**config.mk**
```make
export PLATFORM = sky130hd
export DESIGN_NAME = stp_frame_ctrl
export DESIGN_NICKNAME = d
export VERILOG_FILES = /design/src/rtl/stp_ctrl_pkg.sv /design/src/rtl/sat_counter.sv /design/src/rtl/stp_frame_ctrl.sv
export SDC_FILE = /design/constraint.sdc
export NUM_CORES = 1
export LEC_CHECK = 0
export ABC_AREA = 1
export ABC_CLOCK_PERIOD_IN_PS = 1200
export BUFFER_PORTS_ARGS = -buffer_cell sky130_fd_sc_hd__buf_4
export CAP_MARGIN = 20
export CORE_ASPECT_RATIO = 0.7
export CORE_MARGIN = 8
export CORE_UTILIZATION = 51
export CTS_BUF_LIST = sky130_fd_sc_hd__clkbuf_2
export DETAILED_ROUTE_END_ITERATION = 10
export HOLD_SLACK_MARGIN = 0.12
export PLACE_DENSITY_LB_ADDON = 0.08
export SLEW_MARGIN = 25
export SYNTH_ARGS = -nofsm -noshare
export SYNTH_HDL_FRONTEND = slang
export SYNTH_SLANG_ARGS = --single-unit
```
**constraint.sdc**
```tcl
create_clock -name clk -period 1.2 [get_ports clk]
set_input_delay 0.06 -clock clk [delete_from_list [all_inputs] [get_ports clk]]
set_output_delay 0.06 -clock clk [all_outputs]
set_load 0.05 [all_outputs]
```
**src/rtl/stp_ctrl_pkg.sv**
```systemverilog
// ============================================================================
// stp_ctrl_pkg : shared types for the serial-to-parallel frame controller
// Rev 1.0
// ============================================================================
`default_nettype none

package stp_ctrl_pkg;

   typedef enum logic [1:0] {
      IDLE = 2'd0,
      FILL = 2'd1,
      HOLD = 2'd2
   } stp_state_t;

   localparam int FRAME_LEN_DEFAULT = 48;

endpackage

`default_nettype wire

```
**src/rtl/sat_counter.sv**
```systemverilog
// ============================================================================
// sat_counter : saturating up-counter; clear with same-cycle increment gives 1
// Rev 1.0
// ============================================================================
`default_nettype none

module sat_counter #(
   parameter int W = 8
) (
   input  logic         clk,
   input  logic         n_rst,
   input  logic         inc_i,
   input  logic         clr_i,
   output logic [W-1:0] count_o
);

   logic [W-1:0] count_q;
   logic [W-1:0] count_d;

   always_comb begin
      count_d = count_q;
      if (clr_i) begin
         count_d = inc_i ? W'(1) : '0;
      end else if (inc_i && (count_q != '1)) begin
         count_d = count_q + W'(1);
      end
   end

   always_ff @(posedge clk or negedge n_rst) begin
      if (!n_rst) begin
         count_q <= '0;
      end else begin
         count_q <= count_d;
      end
   end

   assign count_o = count_q;

endmodule

`default_nettype wire

```
**src/rtl/stp_frame_ctrl.sv**
```systemverilog
// ============================================================================
// stp_frame_ctrl : sequences the serial-to-parallel sample register feeding the FFT
// Rev 1.0
// ============================================================================
`default_nettype none

module stp_frame_ctrl
   import stp_ctrl_pkg::*;
#(
   parameter int FRAME_LEN = FRAME_LEN_DEFAULT,
   parameter int CNT_W     = 6,
   parameter int FID_W     = 16,
   parameter int DROP_W    = 8
) (
   input  logic              clk,
   input  logic              n_rst,
   input  logic              enable,
   input  logic              in_valid,
   output logic              in_ready,
   output logic              shift_strobe,
   output logic [CNT_W-1:0]  fill_count,
   output logic              frame_valid,
   input  logic              frame_ack,
   output logic [FID_W-1:0]  frame_id,
   output logic              overrun,
   input  logic              overrun_clr,
   output logic [DROP_W-1:0] drop_count
);

   localparam logic [CNT_W-1:0] LAST_IDX = CNT_W'(FRAME_LEN - 1);

   stp_state_t       state_q, state_d;
   logic [CNT_W-1:0] fill_q, fill_d;
   logic [FID_W-1:0] fid_q, fid_d;
   logic             ovr_q, ovr_d;
   logic             fv_q;
   logic             drop;

   always_comb begin
      state_d      = state_q;
      fill_d       = fill_q;
      fid_d        = fid_q;
      in_ready     = 1'b0;
      shift_strobe = 1'b0;
      drop         = 1'b0;
      case (state_q)
         IDLE: begin
            fill_d = '0;
            drop   = in_valid & enable;
            if (enable) state_d = FILL;
         end
         FILL: begin
            in_ready = 1'b1;
            // Disabling discards the partial frame, so the strobe is withheld too.
            if (!enable) begin
               state_d = IDLE;
               fill_d  = '0;
            end else if (in_valid) begin
               shift_strobe = 1'b1;
               if (fill_q == LAST_IDX) begin
                  fill_d  = '0;
                  state_d = HOLD;
               end else begin
                  fill_d = fill_q + CNT_W'(1);
               end
            end
         end
         HOLD: begin
            drop = in_valid;
            if (frame_ack) begin
               fid_d   = fid_q + FID_W'(1);
               state_d = enable ? FILL : IDLE;
            end
         end
         default: state_d = IDLE;
      endcase
      ovr_d = drop ? 1'b1 : (overrun_clr ? 1'b0 : ovr_q);
   end

   always_ff @(posedge clk or negedge n_rst) begin
      if (!n_rst) begin
         state_q <= IDLE;
         fill_q  <= '0;
         fid_q   <= '0;
         ovr_q   <= 1'b0;
         fv_q    <= 1'b0;
      end else begin
         state_q <= state_d;
         fill_q  <= fill_d;
         fid_q   <= fid_d;
         ovr_q   <= ovr_d;
         fv_q    <= (state_d == HOLD);
      end
   end

   sat_counter #(
      .W (DROP_W)
   ) u_drop_cnt (
      .clk     (clk),
      .n_rst   (n_rst),
      .inc_i   (drop),
      .clr_i   (overrun_clr),
      .count_o (drop_count)
   );

   assign fill_count  = fill_q;
   assign frame_valid = fv_q;
   assign frame_id    = fid_q;
   assign overrun     = ovr_q;

endmodule

`default_nettype wire

```
# Word level (Yosys, flattened, before mapping)
# Cells that the tools add are included.
op_classes:
  addsub: 3
  eq_ne: 6
  n_mux: 21
  n_bitwise: 1
  n_reduce_logical: 7
op_table:
  columns: ["operator", "n"]
  rows:
  - ["6-bit two-way mux", 3]
  - ["16-bit by 1-bit adder with 16-bit output, second input constant", 1]
  - ["8-bit two-way mux", 2]
  - ["6-bit case mux with 2 select lines", 1]
  - ["2-bit two-way mux", 5]
  - ["8-bit by 1-bit adder with 8-bit output, second input constant", 1]
  - ["1-bit two-way mux", 8]
  - ["8-bit != test, second input constant", 1]
  - ["6-bit by 1-bit adder with 6-bit output, second input constant", 1]
  - ["6-bit equality test, second input constant", 1]
  - ["2-bit case mux with 3 select lines", 1]
  - ["2-bit nonzero test", 3]
  - ["2-bit equality test, second input constant", 2]
  - ["2-bit AND reduction", 2]
  - ["3-bit != test, second input constant", 1]
  - ["2-bit by 1-bit equality test with 1-bit output, second input constant", 1]
  - ["2-bit zero test", 1]
  - ["1-bit case mux with 2 select lines", 1]
  - ["1-bit bitwise AND", 1]
  - ["1-bit logical AND", 1]
totals:
  regBits: 34
  input_bits: 6
  wordCells: 44

# Logic depth before layout (Yosys ltp)
# Gate-level depths: netlist (run 1).
logic_depth:
  word_depth: 6
  ltp_mapped: 9
  depth_no_buf: 9

# By module
# Synthesis (run 1) repeated with hierarchy kept, for this count alone.
unflattened:
  cells_unflattened: 234
  area_unflattened_um2: 1868.0
modules_own_cells:
  columns: ["module", "n_inst", "cells_per_inst", "area_per_inst_um2"]
  rows:
  - ["stp_frame_ctrl", 1, 165, 1348.8]
  - ["sat_counter", 1, 69, 519.2]

# Worst setup path after synthesis (run 1)
# OpenSTA, ideal clock, no wires.
synth_timing:
  kind: "flip-flop to flip-flop"
  start: "register state_q[1]"
  end: "register fv_q (netlist: frame_valid)"
  setup_time_ps: 84
  arrival_ps: 1831
  required_ps: 1116
  setup_slack_ps: -715
  stages_incl_launch_ff: 6
  n_path_buf: 0
  synth_period_minus_slack_ps: 1915
  cell_sequence: "dfrtp_1 -> nor2_2 -> nand2_2 -> nor2_2 -> nand2_1 -> a21boi_0"
synth_between:
  elab_chain_len: 5
  elab_cells_between_ends: 10
  classes_between: "3 x eq/ne; 6 x mux; 1 x reduce/logical"
synth_lines:
  columns: ["item", "line", "text"]
  rows:
  - ["start: declaration", "stp_frame_ctrl.sv:32", "stp_state_t state_q, state_d;"]
  - ["start signal: assignment", "stp_frame_ctrl.sv:88", "state_q <= state_d;"]
  - ["2-bit two-way mux", "stp_frame_ctrl.sv:60", "if (fill_q == LAST_IDX) begin"]
  - ["2-bit two-way mux", "stp_frame_ctrl.sv:58", "end else if (in_valid) begin"]
  - ["2-bit two-way mux", "stp_frame_ctrl.sv:55", "if (!enable) begin"]
  - ["2-bit case mux with 3 select lines (*)", "stp_frame_ctrl.sv:46", "case (state_q)"]
  - ["2-bit equality test (*)", "stp_frame_ctrl.sv:92", "fv_q <= (state_d == HOLD);"]
  - ["end signal: assignment", "stp_frame_ctrl.sv:92", null]
  - ["end: declaration", "stp_frame_ctrl.sv:36", "logic fv_q;"]
# Every way passes the cells marked *; elsewhere a longest branch is shown, timed or not.
# A chain may end at the register's enable or synchronous reset.

# Final worst setup path (run 1)
layout_timing:
  start: "register state_q[0]"
  end: "register fid_q[11] (netlist: frame_id[11])"
layout_between:
  elab_chain_len: 2
layout_lines:
  columns: ["item", "line", "text"]
  rows:
  - ["2-bit equality test", "stp_frame_ctrl.sv:46", null]
  - ["2-bit AND reduction (no line)", null, null]
  - ["end signal: assignment", "stp_frame_ctrl.sv:90", "fid_q <= fid_d;"]
  - ["end: declaration", "stp_frame_ctrl.sv:34", "logic [FID_W-1:0] fid_q, fid_d;"]
# Every way passes these cells.

==> impl_metrics.xml, run 1 <==
<?xml version="1.0" encoding="UTF-8"?>
<metrics>
  <group name="floorplan">
    <metric name="floorplan.initialDensity" unit="%">53.72</metric>
    <metric name="top_level_ports" unit="">40</metric>
    <metric name="fp.dieW" unit="um">88.94</metric>
    <metric name="placeableCoreArea" unit="mm^2">0.003536</metric>
    <metric name="chipHeight" unit="um">67.06</metric>
    <metric name="num_rows" unit="">18</metric>
    <metric name="fp.dieArea" unit="mm^2">0.005964</metric>
  </group>
  <group name="critical_path">
    <metric name="worstPathArrival" unit="ps">1920</metric>
    <metric name="critPathLaunch" unit="">state_q[0]</metric>
    <metric name="setup.worst_path.end" unit="">frame_id[11]</metric>
    <metric name="crit-reg2reg-launch" unit="">state_q[0]</metric>
    <metric name="crit_fanout" unit="">4</metric>
    <metric name="reg2reg_setup_slack" unit="ps">-400</metric>
    <metric name="timing.critical_path.required" unit="ps">1520</metric>
    <metric name="start_kind" unit="">flop</metric>
    <metric name="critPathKind" unit="">reg -&gt; reg</metric>
    <metric name="critPathCaptureType" unit="">flop</metric>
    <metric name="rr_worst_depth" unit="">9</metric>
    <metric name="worstReg2RegEnd" unit="">frame_id[11]</metric>
  </group>
  <group name="sta">
    <metric name="final.setup_skew" unit="ps">19.52</metric>
    <metric name="period_share" unit="%">133.5</metric>
    <metric name="endpoints_failing_hold" unit="">0</metric>
    <metric name="timing.slew.headroom" unit="%">69.41</metric>
    <metric name="timing.final.max_slew_violations" unit="">0</metric>
    <metric name="final.setup.worst_slack" unit="ps">-401.7</metric>
    <metric name="fmaxAchievable" unit="GHz">0.6243</metric>
    <metric name="worst_pin_slew" unit="ps">458.9</metric>
    <metric name="grt_setup_unrepaired" unit="">yes</metric>
    <metric name="final.min_clock_period" unit="ps">1602</metric>
    <metric name="timing.final.setup_violations" unit="">42</metric>
  </group>
  <group name="final_layout">
    <metric name="finalNonFillerCells" unit="">394</metric>
    <metric name="drive_above_1_share" unit="%">53.78</metric>
    <metric name="p_r_area_growth_vs_syn" unit="%">65.94</metric>
    <metric name="insertedDiodeCount" unit="">0</metric>
    <metric name="layout_common_cells" unit="">61 x nand2_1, 61 x buf_4, 27 x dfrtp_2, 26 x inv_1, 20 x nor2_1</metric>
    <metric name="nNetsFinal" unit="">352</metric>
    <metric name="finished_cell_area" unit="mm^2">0.003152</metric>
  </group>
  <group name="global_route">
    <metric name="met1_usage" unit="%">25.48</metric>
    <metric name="grt_remaining_overflow" unit="">0</metric>
    <metric name="globalRouteTotalUtil" unit="%">21.97</metric>
    <metric name="met2_usage" unit="%">37.88</metric>
    <metric name="top_usage_layer" unit="">met2</metric>
    <metric name="met3_usage" unit="%">5.405</metric>
    <metric name="grt_max_degree" unit="">35</metric>
    <metric name="first_pass_grt_wire_length" unit="um">9977</metric>
    <metric name="antenna_found_initial" unit="">0</metric>
    <metric name="first_global_vias" unit="">2078</metric>
  </group>
  <group name="placed_design">
    <metric name="placement.io_buffers" unit="">39</metric>
    <metric name="post-place-cells" unit="">357</metric>
    <metric name="dpl-instance-area" unit="mm^2">0.002580</metric>
    <metric name="hpwlAfterDp" unit="um">3471</metric>
    <metric name="globalplace.congestion" unit="">0.8166</metric>
  </group>
  <group name="routing">
    <metric name="route.detailed.wl_per_inst" unit="um">20.96</metric>
    <metric name="drt_pass1_iterations" unit="">5</metric>
    <metric name="vias" unit="">2328</metric>
    <metric name="drtIter0Drc" unit="">209</metric>
    <metric name="postRouteWirelength" unit="um">8260</metric>
    <metric name="route.detailed.vias_per_inst" unit="">5.909</metric>
    <metric name="drt_drc_violations_left" unit="">0</metric>
    <metric name="route.antenna.remaining_nets" unit="">0</metric>
  </group>
  <group name="clock_network">
    <metric name="cts-buffers-inserted" unit="">5</metric>
    <metric name="cts-htree-levels" unit="">2</metric>
    <metric name="clkLatencyLatePin" unit="ps">410</metric>
    <metric name="worst_setup_hold_path_clk_slew" unit="ps">220</metric>
    <metric name="ctsRootBufferMaster" unit="">clkbuf_2</metric>
    <metric name="tritoncts" unit="">done</metric>
    <metric name="cts_sinks" unit="">34</metric>
    <metric name="clock_tree.buffer_depth" unit="">2</metric>
  </group>
  <group name="synth">
    <metric name="yosysSeqAreaShare" unit="%">44.80</metric>
    <metric name="synthDistinctLibCells" unit="">24</metric>
    <metric name="synth_fp_nets" unit="">254</metric>
    <metric name="ys_ff_latch" unit="">34</metric>
    <metric name="netlist_instances" unit="">245</metric>
    <metric name="synth_area_per_cell" unit="um^2">7.752</metric>
    <metric name="ys_warn_count" unit="">0</metric>
    <metric name="syn_area" unit="mm^2">0.001899</metric>
  </group>
  <group name="worst_hold_path">
    <metric name="min_path_type" unit="">in -&gt; async</metric>
  </group>
  <group name="job">
    <metric name="max_cap_viol_count" unit="">0</metric>
  </group>
  <group name="status">
    <metric name="outcome" unit="">finished, violations left</metric>
    <metric name="failing_checks" unit="">negative setup slack</metric>
  </group>
  <group name="pwr">
    <metric name="power_frac_clock" unit="%">35.2</metric>
    <metric name="power_frac_seq" unit="%">49.7</metric>
    <metric name="power_density" unit="mW/mm^2">752.2</metric>
    <metric name="ir_drop" unit="mV">0.7455</metric>
    <metric name="report.power.total" unit="mW">2.371</metric>
    <metric name="combinationalPowerShare" unit="%">15.1</metric>
    <metric name="power.internal" unit="mW">1.681</metric>
    <metric name="netSwitchingPower" unit="mW">0.6900</metric>
    <metric name="p_sw_share" unit="%">29.10</metric>
    <metric name="leakage" unit="nW">1.617</metric>
  </group>
</metrics>
[cells in the mapped netlist, drive strengths merged]
cell type  number  area share [%]
nor2           39             9.3
nand3          18             5.9
dfrtp          34              45
nand3b          3             1.8
nand4           5             1.6
xor2           12             5.5
nand2          82              17
a21boi          2            0.79
xnor2           4             1.8
inv            33             6.5
a21oi           2            0.72
o21ai           6             1.6
ha              3             2.0
a31oi           1            0.33
o22ai           1            0.33
[worst min path at each step]
stage / from / end / slack, ps / cells after the start
2_1_floorplan: n_rst / fill_count[0] / -240 / 0
4_1_cts: n_rst / fill_count[1] / 120 / 2
3_5_place_dp: n_rst / fill_count[1] / 40 / 1
5_1_grt: n_rst / u_drop_cnt.count_o[3] / 150 / 2
3_3_place_gp: n_rst / fill_count[1] / 30 / 1
6_report: n_rst / u_drop_cnt.count_o[6] / 130 / 2
[per-stage QoR]
stage / worst slack (ps) / hold WS, ps / utilization (%) / setup TNS (ps)
4_1_cts: -269.6 / 120.4 / 84.15 / -1947
2_1_floorplan: -323.1 / -235.6 / - / -3443
6_report: -401.7 / 125.5 / 89.14 / -6921
3_5_place_dp: -70.92 / 35.71 / 72.97 / -853.9
5_1_grt: -450.9 / 154.0 / 89.14 / -8397
3_3_place_gp: -60.24 / 34.92 / 72.97 / -431.1
[cell families (layout without fill, tap and decap cells)]
family	count (synthesis)	after routing	synth area share, %
AND/OR/NAND/NOR	147	147	35.57
flip-flops	34	34	44.80
buffers and inverters	33	132	6.522
XOR/XNOR	16	16	7.378
AO/OA/AOI/OAI	12	12	3.755
adder cells (fa/ha/maj)	3	3	1.976
[registers in the layout, indices dropped and copies added, names as in the netlist]
name                count
frame_valid             1
frame_id               16
u_drop_cnt.count_o      8
state_q                 2
fill_count              6
overrun                 1
[power by group through the flow]
stage	combinational, mW	sequential, mW	clock (mW)
floorplan	0.0750	1.24	0
global placement	0.228	1.19	0
detailed placement	0.230	1.19	0
CTS	0.305	1.17	0.796
global route	0.370	1.18	0.875
finish	0.357	1.18	0.835
[area by class of cell]
class / count / area, um^2
Tap cell: 50 / 62.56
Sequential cell: 34 / 884.6
Clock inverter: 1 / 30.03
Inverter: 33 / 136.4
Timing Repair Buffer: 91 / 827.0
Multi-Input combinational cell: 178 / 1176
Clock buffer: 7 / 35.03
Fill cell: 136 / 384.1
[critical path, stage by stage (launching register included)]
cell and delay, ps:
dfrtp_1 460, inv_2 140, buf_6 120, nand3_4 90
nor2_4 220, nand2_4 110, nor2_4 100, nand2_1 70
nand2_1 110, nand2_1 80
[timing repair]
action	4_1_cts	5_1_grt
gates cloned	0	0
hold endpoints to repair	49	0
setup endpoints to repair	31	45
resized for setup	45	36
pin swaps	10	11
hold buffers	5	0
buffers inserted	16	11
[routing by layer]
layer | vias to the layer above | part of all wire [%]
li1 | 958 | -
met1 | 1124 | 36
met4 | 0 | 5.3
met3 | 48 | 11
met5 | - | 0
met2 | 198 | 48
Note: power is estimated with default switching activity, not from simulation.
==> run 2: changes to the inputs <==
--- a/config.mk
+++ b/config.mk
@@ -6,12 +6,12 @@
 export NUM_CORES = 1
 export LEC_CHECK = 0
 export ABC_AREA = 1
-export ABC_CLOCK_PERIOD_IN_PS = 1200
+export ABC_CLOCK_PERIOD_IN_PS = 1500
 export BUFFER_PORTS_ARGS = -buffer_cell sky130_fd_sc_hd__buf_4
 export CAP_MARGIN = 20
 export CORE_ASPECT_RATIO = 0.7
 export CORE_MARGIN = 8
-export CORE_UTILIZATION = 51
+export CORE_UTILIZATION = 55
 export CTS_BUF_LIST = sky130_fd_sc_hd__clkbuf_2
 export DETAILED_ROUTE_END_ITERATION = 10
 export HOLD_SLACK_MARGIN = 0.12
==> constraint.sdc (replaced) <==
create_clock -name clk -period 1.5 [get_ports clk]
set_input_delay 0.075 -clock clk [delete_from_list [all_inputs] [get_ports clk]]
set_output_delay 0.075 -clock clk [all_outputs]
set_load 0.05 [all_outputs]
==> impl_metrics.xml, run 2 (same netlist as run 1, synthesis figures left out) <==
<?xml version="1.0" encoding="UTF-8"?>
<metrics>
  <group name="sta">
    <metric name="worst_pin_slew" unit="ps">422.4</metric>
    <metric name="endpoints_failing_hold" unit="">0</metric>
    <metric name="final.setup_skew" unit="ps">25.29</metric>
    <metric name="final.min_clock_period" unit="ps">1463</metric>
    <metric name="finalHoldWorstSlack" unit="ps">141.2</metric>
    <metric name="fmaxAchievable" unit="GHz">0.6837</metric>
    <metric name="final.setup.worst_slack" unit="ps">37.35</metric>
    <metric name="timing.slew.headroom" unit="%">71.84</metric>
    <metric name="period_share" unit="%">97.51</metric>
    <metric name="timing.final.max_slew_violations" unit="">0</metric>
    <metric name="timing.final.setup_violations" unit="">0</metric>
    <metric name="setup_tns" unit="ps">0</metric>
  </group>
  <group name="clock_network">
    <metric name="cts-buffers-inserted" unit="">5</metric>
    <metric name="clock_tree.buffer_depth" unit="">2</metric>
    <metric name="tritoncts" unit="">done</metric>
    <metric name="ctsRootBufferMaster" unit="">clkbuf_2</metric>
    <metric name="cts-htree-levels" unit="">2</metric>
    <metric name="cts_sinks" unit="">34</metric>
    <metric name="clkLatencyLatePin" unit="ps">380</metric>
    <metric name="worst_setup_hold_path_clk_slew" unit="ps">200</metric>
  </group>
  <group name="routing">
    <metric name="drt_pass1_iterations" unit="">4</metric>
    <metric name="vias" unit="">1692</metric>
    <metric name="route.antenna.remaining_nets" unit="">0</metric>
    <metric name="drt_drc_violations_left" unit="">0</metric>
    <metric name="route.detailed.wl_per_inst" unit="um">11.82</metric>
    <metric name="postRouteWirelength" unit="um">4220</metric>
    <metric name="route.detailed.vias_per_inst" unit="">4.739</metric>
    <metric name="drtIter0Drc" unit="">80</metric>
  </group>
  <group name="placed_design">
    <metric name="placement.io_buffers" unit="">39</metric>
    <metric name="place_worst_setup_slack" unit="ps">97.68</metric>
    <metric name="dpl-instance-area" unit="mm^2">0.002296</metric>
    <metric name="hpwlAfterDp" unit="um">3120</metric>
    <metric name="globalplace.congestion" unit="">0.7910</metric>
    <metric name="post-place-cells" unit="">334</metric>
  </group>
  <group name="floorplan">
    <metric name="floorplan.initialDensity" unit="%">55.48</metric>
    <metric name="fp.dieArea" unit="mm^2">0.005620</metric>
    <metric name="placeableCoreArea" unit="mm^2">0.003423</metric>
    <metric name="chipHeight" unit="um">65.17</metric>
    <metric name="top_level_ports" unit="">40</metric>
    <metric name="fp.dieW" unit="um">86.24</metric>
    <metric name="num_rows" unit="">18</metric>
  </group>
  <group name="pwr">
    <metric name="power_density" unit="mW/mm^2">631.0</metric>
    <metric name="leakage" unit="nW">1.372</metric>
    <metric name="ir_drop" unit="mV">0.4179</metric>
  </group>
  <group name="critical_path">
    <metric name="worstPathArrival" unit="ps">1780</metric>
    <metric name="critPathKind" unit="">reg -&gt; reg</metric>
    <metric name="crit_buf_inv" unit="">1</metric>
    <metric name="critPathCaptureType" unit="">flop</metric>
    <metric name="crit_fanout" unit="">5</metric>
    <metric name="crit_path_cells" unit="">ha_4 &gt; nand3_2 &gt; nor2_4 &gt; buf_4 &gt; a21oi_2 &gt; nand3_1 &gt; nand2_1</metric>
    <metric name="timing.critical_path.required" unit="ps">1820</metric>
    <metric name="crit-reg2reg-launch" unit="">u_drop_cnt.count_o[0]</metric>
    <metric name="reg2reg_setup_slack" unit="ps">40</metric>
    <metric name="cell_family_with_the_largest_share_of_critical_path_delay" unit="">flip-flops</metric>
    <metric name="worstReg2RegEnd" unit="">u_drop_cnt.count_o[1]</metric>
    <metric name="start_kind" unit="">flop</metric>
    <metric name="critical-path-max-stage-delay" unit="ps">490</metric>
    <metric name="crit_path_top_delay_cell" unit="">dfrtp_2</metric>
    <metric name="rr_worst_depth" unit="">7</metric>
  </group>
  <group name="worst_hold_path">
    <metric name="min_path_type" unit="">in -&gt; async</metric>
  </group>
  <group name="global_route">
    <metric name="first_pass_grt_wire_length" unit="um">7231</metric>
    <metric name="globalRouteTotalUtil" unit="%">16.02</metric>
    <metric name="grt_max_degree" unit="">35</metric>
    <metric name="first_global_vias" unit="">1601</metric>
    <metric name="antenna_found_initial" unit="">0</metric>
    <metric name="grt_remaining_overflow" unit="">0</metric>
  </group>
  <group name="final_layout">
    <metric name="drive_above_1_share" unit="%">28.34</metric>
    <metric name="layout_common_cells" unit="">79 x nand2_1, 48 x buf_4, 30 x inv_1, 28 x nor2_1, 26 x dfrtp_1</metric>
    <metric name="finalNonFillerCells" unit="">357</metric>
    <metric name="p_r_area_growth_vs_syn" unit="%">30.50</metric>
    <metric name="layout.cells.most_common" unit="">nand2_1</metric>
    <metric name="largest_register_ffs" unit="">16</metric>
    <metric name="insertedDiodeCount" unit="">0</metric>
    <metric name="n_fill_cell" unit="">297</metric>
    <metric name="nNetsFinal" unit="">315</metric>
    <metric name="finished_cell_area" unit="mm^2">0.002479</metric>
  </group>
  <group name="status">
    <metric name="outcome" unit="">finished clean</metric>
  </group>
  <group name="job">
    <metric name="max_cap_viol_count" unit="">0</metric>
  </group>
</metrics>
run 2: cell types whose count changed in the layout (fill, tap and decap cells not counted), moves of 5 or more:
cell,previous run,this run
buf_8,10,1
nand2_2,15,1
o21ai_1,5,0
buf_6,15,0
dfrtp_1,7,26
nand3_1,10,15
nand2_1,61,79
nor2_1,20,28
buf_4,61,48
dfrtp_2,27,8
o21ai_0,0,6
nor2_4,12,5
run 2: worst reg2reg max path, stage by stage (launching register included):
cell and delay [ps]:
dfrtp_2 490, ha_4 180, nand3_2 100, nor2_4 50, buf_4 140, a21oi_2 240, nand3_1 130, nand2_1 80
run 2: power by group:
part	total, mW	switching [mW]	internal (mW)
Combinational	0.183	0.118	0.0650
Clock	0.440	0.325	0.115
Sequential	0.942	0.0125	0.929
run 2: cell type report:
type / count / area, um^2 / share of cell area (%)
clock inverter: 2 / 8.758 / 0.3534
tap: 50 / 62.56 / 2.524
multi-input combinational: 178 / 964.7 / 38.92
inverter: 33 / 126.4 / 5.098
timing repair buffer: 54 / 425.4 / 17.16
clock buffer: 6 / 30.03 / 1.212
sequential: 34 / 860.8 / 34.73
run 2: what timing repair did:
| item | 4_1_cts | 5_1_grt |
|---|---|---|
| resized for setup | 2 | 6 |
| endpoints found under the setup margin | 1 | 11 |
| hold buffers | 5 | 0 |
| cloned | 0 | 0 |
| endpoints found under the hold margin | 52 | 0 |
| buffers inserted | 2 | 8 |
| pin swaps | 0 | 4 |
run 2: how the worst max path moves through the flow:
stage	from	end	slack, ps	depth (start not counted)
3_5_place_dp	fill_count[1]	fill_count[5]	100	8
5_1_grt	fill_count[0]	state_q[1]	-30	6
4_1_cts	state_q[0]	shift_strobe	6	5
6_report	u_drop_cnt.count_o[0]	u_drop_cnt.count_o[1]	40	7
3_3_place_gp	fill_count[0]	fill_count[5]	140	8
2_1_floorplan	state_q[0]	frame_valid	-40	6
run 2: metal layers:
layer / global-route usage (%) / vias up / wire [um]
met5: 0 / - / 0
met4: 4.487 / 0 / 38
met3: 5.230 / 5 / 208
met2: 26.22 / 28 / 1999
met1: 19.92 / 778 / 1974
li1: - / 881 / -
run 2: metrics by stage:
stage	util, %	power [mW]
3_5_place_dp	67.07	1.116
5_1_grt	72.41	1.639
4_1_cts	70.25	1.562
6_report	72.41	1.564
3_3_place_gp	67.07	1.112
2_1_floorplan	-	1.048
